## src/rtl/instruction_fetcher.sv

```systemverilog
// rtl/instruction_fetcher.sv - instruction fetch unit with one-entry last-fetch buffer
module instruction_fetcher (
  input  logic        clk,
  input  logic        reset,
  input  logic        fetcher_reset,
  input  logic [31:0] pc,
  output logic        fetcher_completed,
  output logic [31:0] instruction,
  input  logic        invalidate,
  output logic        mem_req,
  output logic [29:0] mem_addr,
  input  logic        mem_ack,
  input  logic [31:0] mem_rdata
);

  localparam logic [1:0] ST_IDLE  = 2'd0;
  localparam logic [1:0] ST_REQ   = 2'd1;
  localparam logic [1:0] ST_DONE  = 2'd2;
  localparam logic [1:0] ST_DRAIN = 2'd3;

  logic [1:0]  state;
  logic [29:0] buf_tag;
  logic        buf_valid;
  logic        buf_hit;

  // The buffered word is always the one on instruction, so a hit only needs the tag.
  assign buf_hit = buf_valid && (buf_tag == pc[31:2]) && !invalidate;

  // Fetch FSM, memory port and last-fetch buffer; a started request is never cancelled.
  always_ff @(posedge clk or posedge reset) begin
    if (reset) begin
      state             <= ST_IDLE;
      fetcher_completed <= 1'b0;
      instruction       <= 32'd0;
      mem_req           <= 1'b0;
      mem_addr          <= 30'd0;
      buf_tag           <= 30'd0;
      buf_valid         <= 1'b0;
    end else begin
      case (state)
        ST_IDLE: begin
          if (!fetcher_reset) begin
            mem_addr <= pc[31:2];
            if (buf_hit) begin
              fetcher_completed <= 1'b1;
              state             <= ST_DONE;
            end else begin
              mem_req <= 1'b1;
              state   <= ST_REQ;
            end
          end
        end
        ST_REQ: begin
          // An ack wins over a simultaneous abort: the word is delivered normally.
          if (mem_ack) begin
            instruction       <= mem_rdata;
            fetcher_completed <= 1'b1;
            mem_req           <= 1'b0;
            buf_tag           <= mem_addr;
            buf_valid         <= 1'b1;
            state             <= ST_DONE;
          end else if (fetcher_reset) begin
            state <= ST_DRAIN;
          end
        end
        ST_DONE: begin
          if (fetcher_reset) begin
            fetcher_completed <= 1'b0;
            state             <= ST_IDLE;
          end
        end
        ST_DRAIN: begin
          // Aborted request: wait out the ack and drop the data.
          if (mem_ack) begin
            mem_req <= 1'b0;
            state   <= ST_IDLE;
          end
        end
        default: begin
          mem_req           <= 1'b0;
          fetcher_completed <= 1'b0;
          state             <= ST_IDLE;
        end
      endcase
      // Placed last so it overrides a same-cycle refill.
      if (invalidate) buf_valid <= 1'b0;
    end
  end

endmodule

```

## config.mk

```make
export PLATFORM = sky130hd
export DESIGN_NAME = instruction_fetcher
export DESIGN_NICKNAME = d
export VERILOG_FILES = /design/src/rtl/instruction_fetcher.sv
export SDC_FILE = /design/constraint.sdc
export NUM_CORES = 1
export LEC_CHECK = 0
export ABC_CLOCK_PERIOD_IN_PS = 3500
export BUFFER_PORTS_ARGS = -buffer_cell sky130_fd_sc_hd__buf_2
export CAP_MARGIN = 20
export CORE_UTILIZATION = 50
export CTS_BUF_LIST = sky130_fd_sc_hd__clkbuf_16
export CTS_CLUSTER_DIAMETER = 150
export DETAILED_ROUTE_END_ITERATION = 7
export PLACE_DENSITY = 0.76
export RECOVER_POWER = 100
export SYNTH_ARGS = -nofsm -noshare
export SYNTH_HDL_FRONTEND = slang
export SYNTH_SLANG_ARGS = --single-unit
```

## constraint.sdc

```tcl
create_clock -name clk -period 3.5 [get_ports clk]
set_input_delay 0.7 -clock clk [delete_from_list [all_inputs] [get_ports clk]]
set_output_delay 0.7 -clock clk [all_outputs]
set_load 0.1 [all_outputs]
```

==> flow_summary.toml <==
[cts]
path_clk_slew_ns = 0.07
numCtsBuffers = 9
cts_resized = 0
ctsHoldBuffers = 0
clk_path_buf_depth = 2
clkLatencyLatePin_ns = 0.33
clock_sinks = 97
root_buffer = "clkbuf_16"
cts_tree = "built"
post_cts_buffers = 0
cts_max_level = 3

[route]
vias = 2534
drt_iter0_markers = 52
drtAntennaViolNets = 0
post_drt_wl_per_cell_um = 15.1
drt-total-wl_um = 7610
first_pass_iters = 4
viasPerCell = 5.04
drc = 0

[sta]
slew_viol_final = 0
rsz0062_at_grt = "false"
period_share = 0.654
fmax_ghz = 0.437
hold_violations = 0
worst_pin_slew_ns = 1.20
fin_skew_ns = 0.00829
fin_crit_ns = 2.29
relSlewSlack = 0.201
setup_viol = 0
fin_setup_tns_ns = 0

[yosys]
synth_compound_area_frac = 0.0135
synth_top_area_frac = 0.608
synth_most_common_cell = "dfrtp_1"
muxShareOfSynthArea = 0.259
yosys-top-cells-area = "dfrtp_1, mux2_1, xnor2_1, xor2_1, mux2_2"
async_reset_ff_frac = 1.00
syn_area_per_cell_sq_um = 15.3
synth.distinct_cells = 21
syn_inst = 261
synthTopCellsByCount = "dfrtp_1, mux2_1, xnor2_1"
syn_nets = 330
synth_top_family_by_area = "multiplexers"
ys_warn_count = 0
yosys_register_bits = 97
synthXorXnorAreaFrac = 0.0658
ys.flop_type = "dfrtp_1"
synth.largest_area_cell = "dfrtp_1"
synth_fa_ha_area_frac = 0
synth_edf_count = 0
synthesis.area_sq_mm = 0.00400
synth-simple-area-share = 0.0282
yosysSeqAreaShare = 0.608

[floorplan]
die_y_um = 91.4
ios = 133
fp.dieArea_sq_mm = 0.00835
die_width_um = 91.4
core-area_sq_mm = 0.00773
row_count = 32
start_util = 0.517

[setup_path]
cp.required_ns = 2.80
cp.arrival_ns = 1.59
crit_fanout = 3
path_delay_family = "buffers and inverters"
crit_path_end_kind = "output port"
critPathKind = "flip-flop to output port"
startpoint_type = "flip-flop"
crit_slowest_cell = "clkbuf_1"
crit_chain = "clkbuf_1"
crit_buf_inv = 1
slowest_delay_ns = 0.88

[finish]
diodes = 0
area_growth_pct = 23.1
drive_gt1_frac = 0.224
final.fill_count = 657
utilization = 0.637
fin_area_sq_mm = 0.00492
nNetsFinal = 465

[placement]
dpl_cell_area_sq_mm = 0.00472
gp_congestion = 0.668
dpl.hpwl_um = 5400
io_buffer_count = 130

[grt]
grt_pass1_vias = 2783
grt_pass1_wl_um = 13100
overflow = 0
grt_max_degree = 88
antenna_found_initial = 0
track_usage = 0.203

[job]
drv_cap = 0

[worst_hold_path]
hold_class = "primary input to async pin"

[outcome]
status = "finished clean"
## registers in the layout, summed over array words and instances (netlist names)
name / flops
buf_valid: 1
mem_req: 1
buf_tag: 30
instruction: 32
fetcher_completed: 1
mem_addr: 30
state: 2
## final timing paths
kind,to,slack [ns],cells after the start,start
min in group clk,instruction[14]$_DFFE_PP0P_,0.49,1,instruction[14]$_DFFE_PP0P_
worst max-delay path,mem_addr[25],1.21,1,mem_addr[25]$_DFFE_PP0P_
max in group asynchronous,mem_addr[7]$_DFFE_PP0P_,1.77,4,reset
worst max register to register,mem_addr[6]$_DFFE_PP0P_,1.22,3,state[0]$_DFFE_PP0P_
worst min-delay path,instruction[10]$_DFFE_PP0P_,0.44,2,reset
worst min register to register,instruction[14]$_DFFE_PP0P_,0.49,1,instruction[14]$_DFFE_PP0P_
## area by class of cell
cell class	count	area [sq um]	area share
Clock buffer	9	225	0.0458
Clock inverter	7	46.3	0.00941
Inverter	5	20.0	0.00407
Multi-Input combinational cell	149	1460	0.297
Sequential cell	97	2430	0.493
Tap cell	102	128	0.0259
Timing Repair Buffer	134	612	0.124
## cell families (layout without fill, tap and decap cells)
family / Yosys count / after routing
simple gates: 18 / 18
buf+inv: 15 / 155
xor+xnor: 30 / 30
mux: 92 / 92
compound gates: 9 / 9
flops: 97 / 97
## worst reg2reg max path, delay by kind of cell, from the launching register on
kind | cells | cell delay, ns
buffers and inverters | 1 | 0.76
muxes | 1 | 0.41
and+or+nand+nor | 1 | 0.51
DFF | 1 | 0.48
## routing by layer
metal	up-vias	global-route usage	wire, um
met5	-	0	0
met4	0	0.0794	112
met3	10	0.0519	409
met2	61	0.355	4020
met1	1278	0.237	3070
li1	1185	-	-
## metrics by stage
step           hold WS, ns  setup slack [ns]  instances
2_1_floorplan        0.481             0.266        261
3_3_place_gp         0.468              1.25        486
3_5_place_dp         0.476              1.19        486
4_1_cts              0.491              1.46        502
5_1_grt              0.500              1.03        503
6_report             0.440              1.21        503
## cell usage in the layout, fill, tap and decap left out, drive strengths merged
cell type,instances
a21oi,6
a22o,2
buf,66
clkbuf,77
clkinv,6
clkinvlp,2
dfrtp,97
inv,4
mux2,92
nand2,3
nand3,1
nand4,6
nor2,2
nor3,2
nor4,4
o22ai,1
xnor2,22
xor2,8
Power is left out: the tool's default activity adds up to more than one toggle a clock period on the data nets, which glitch-free logic cannot reach.
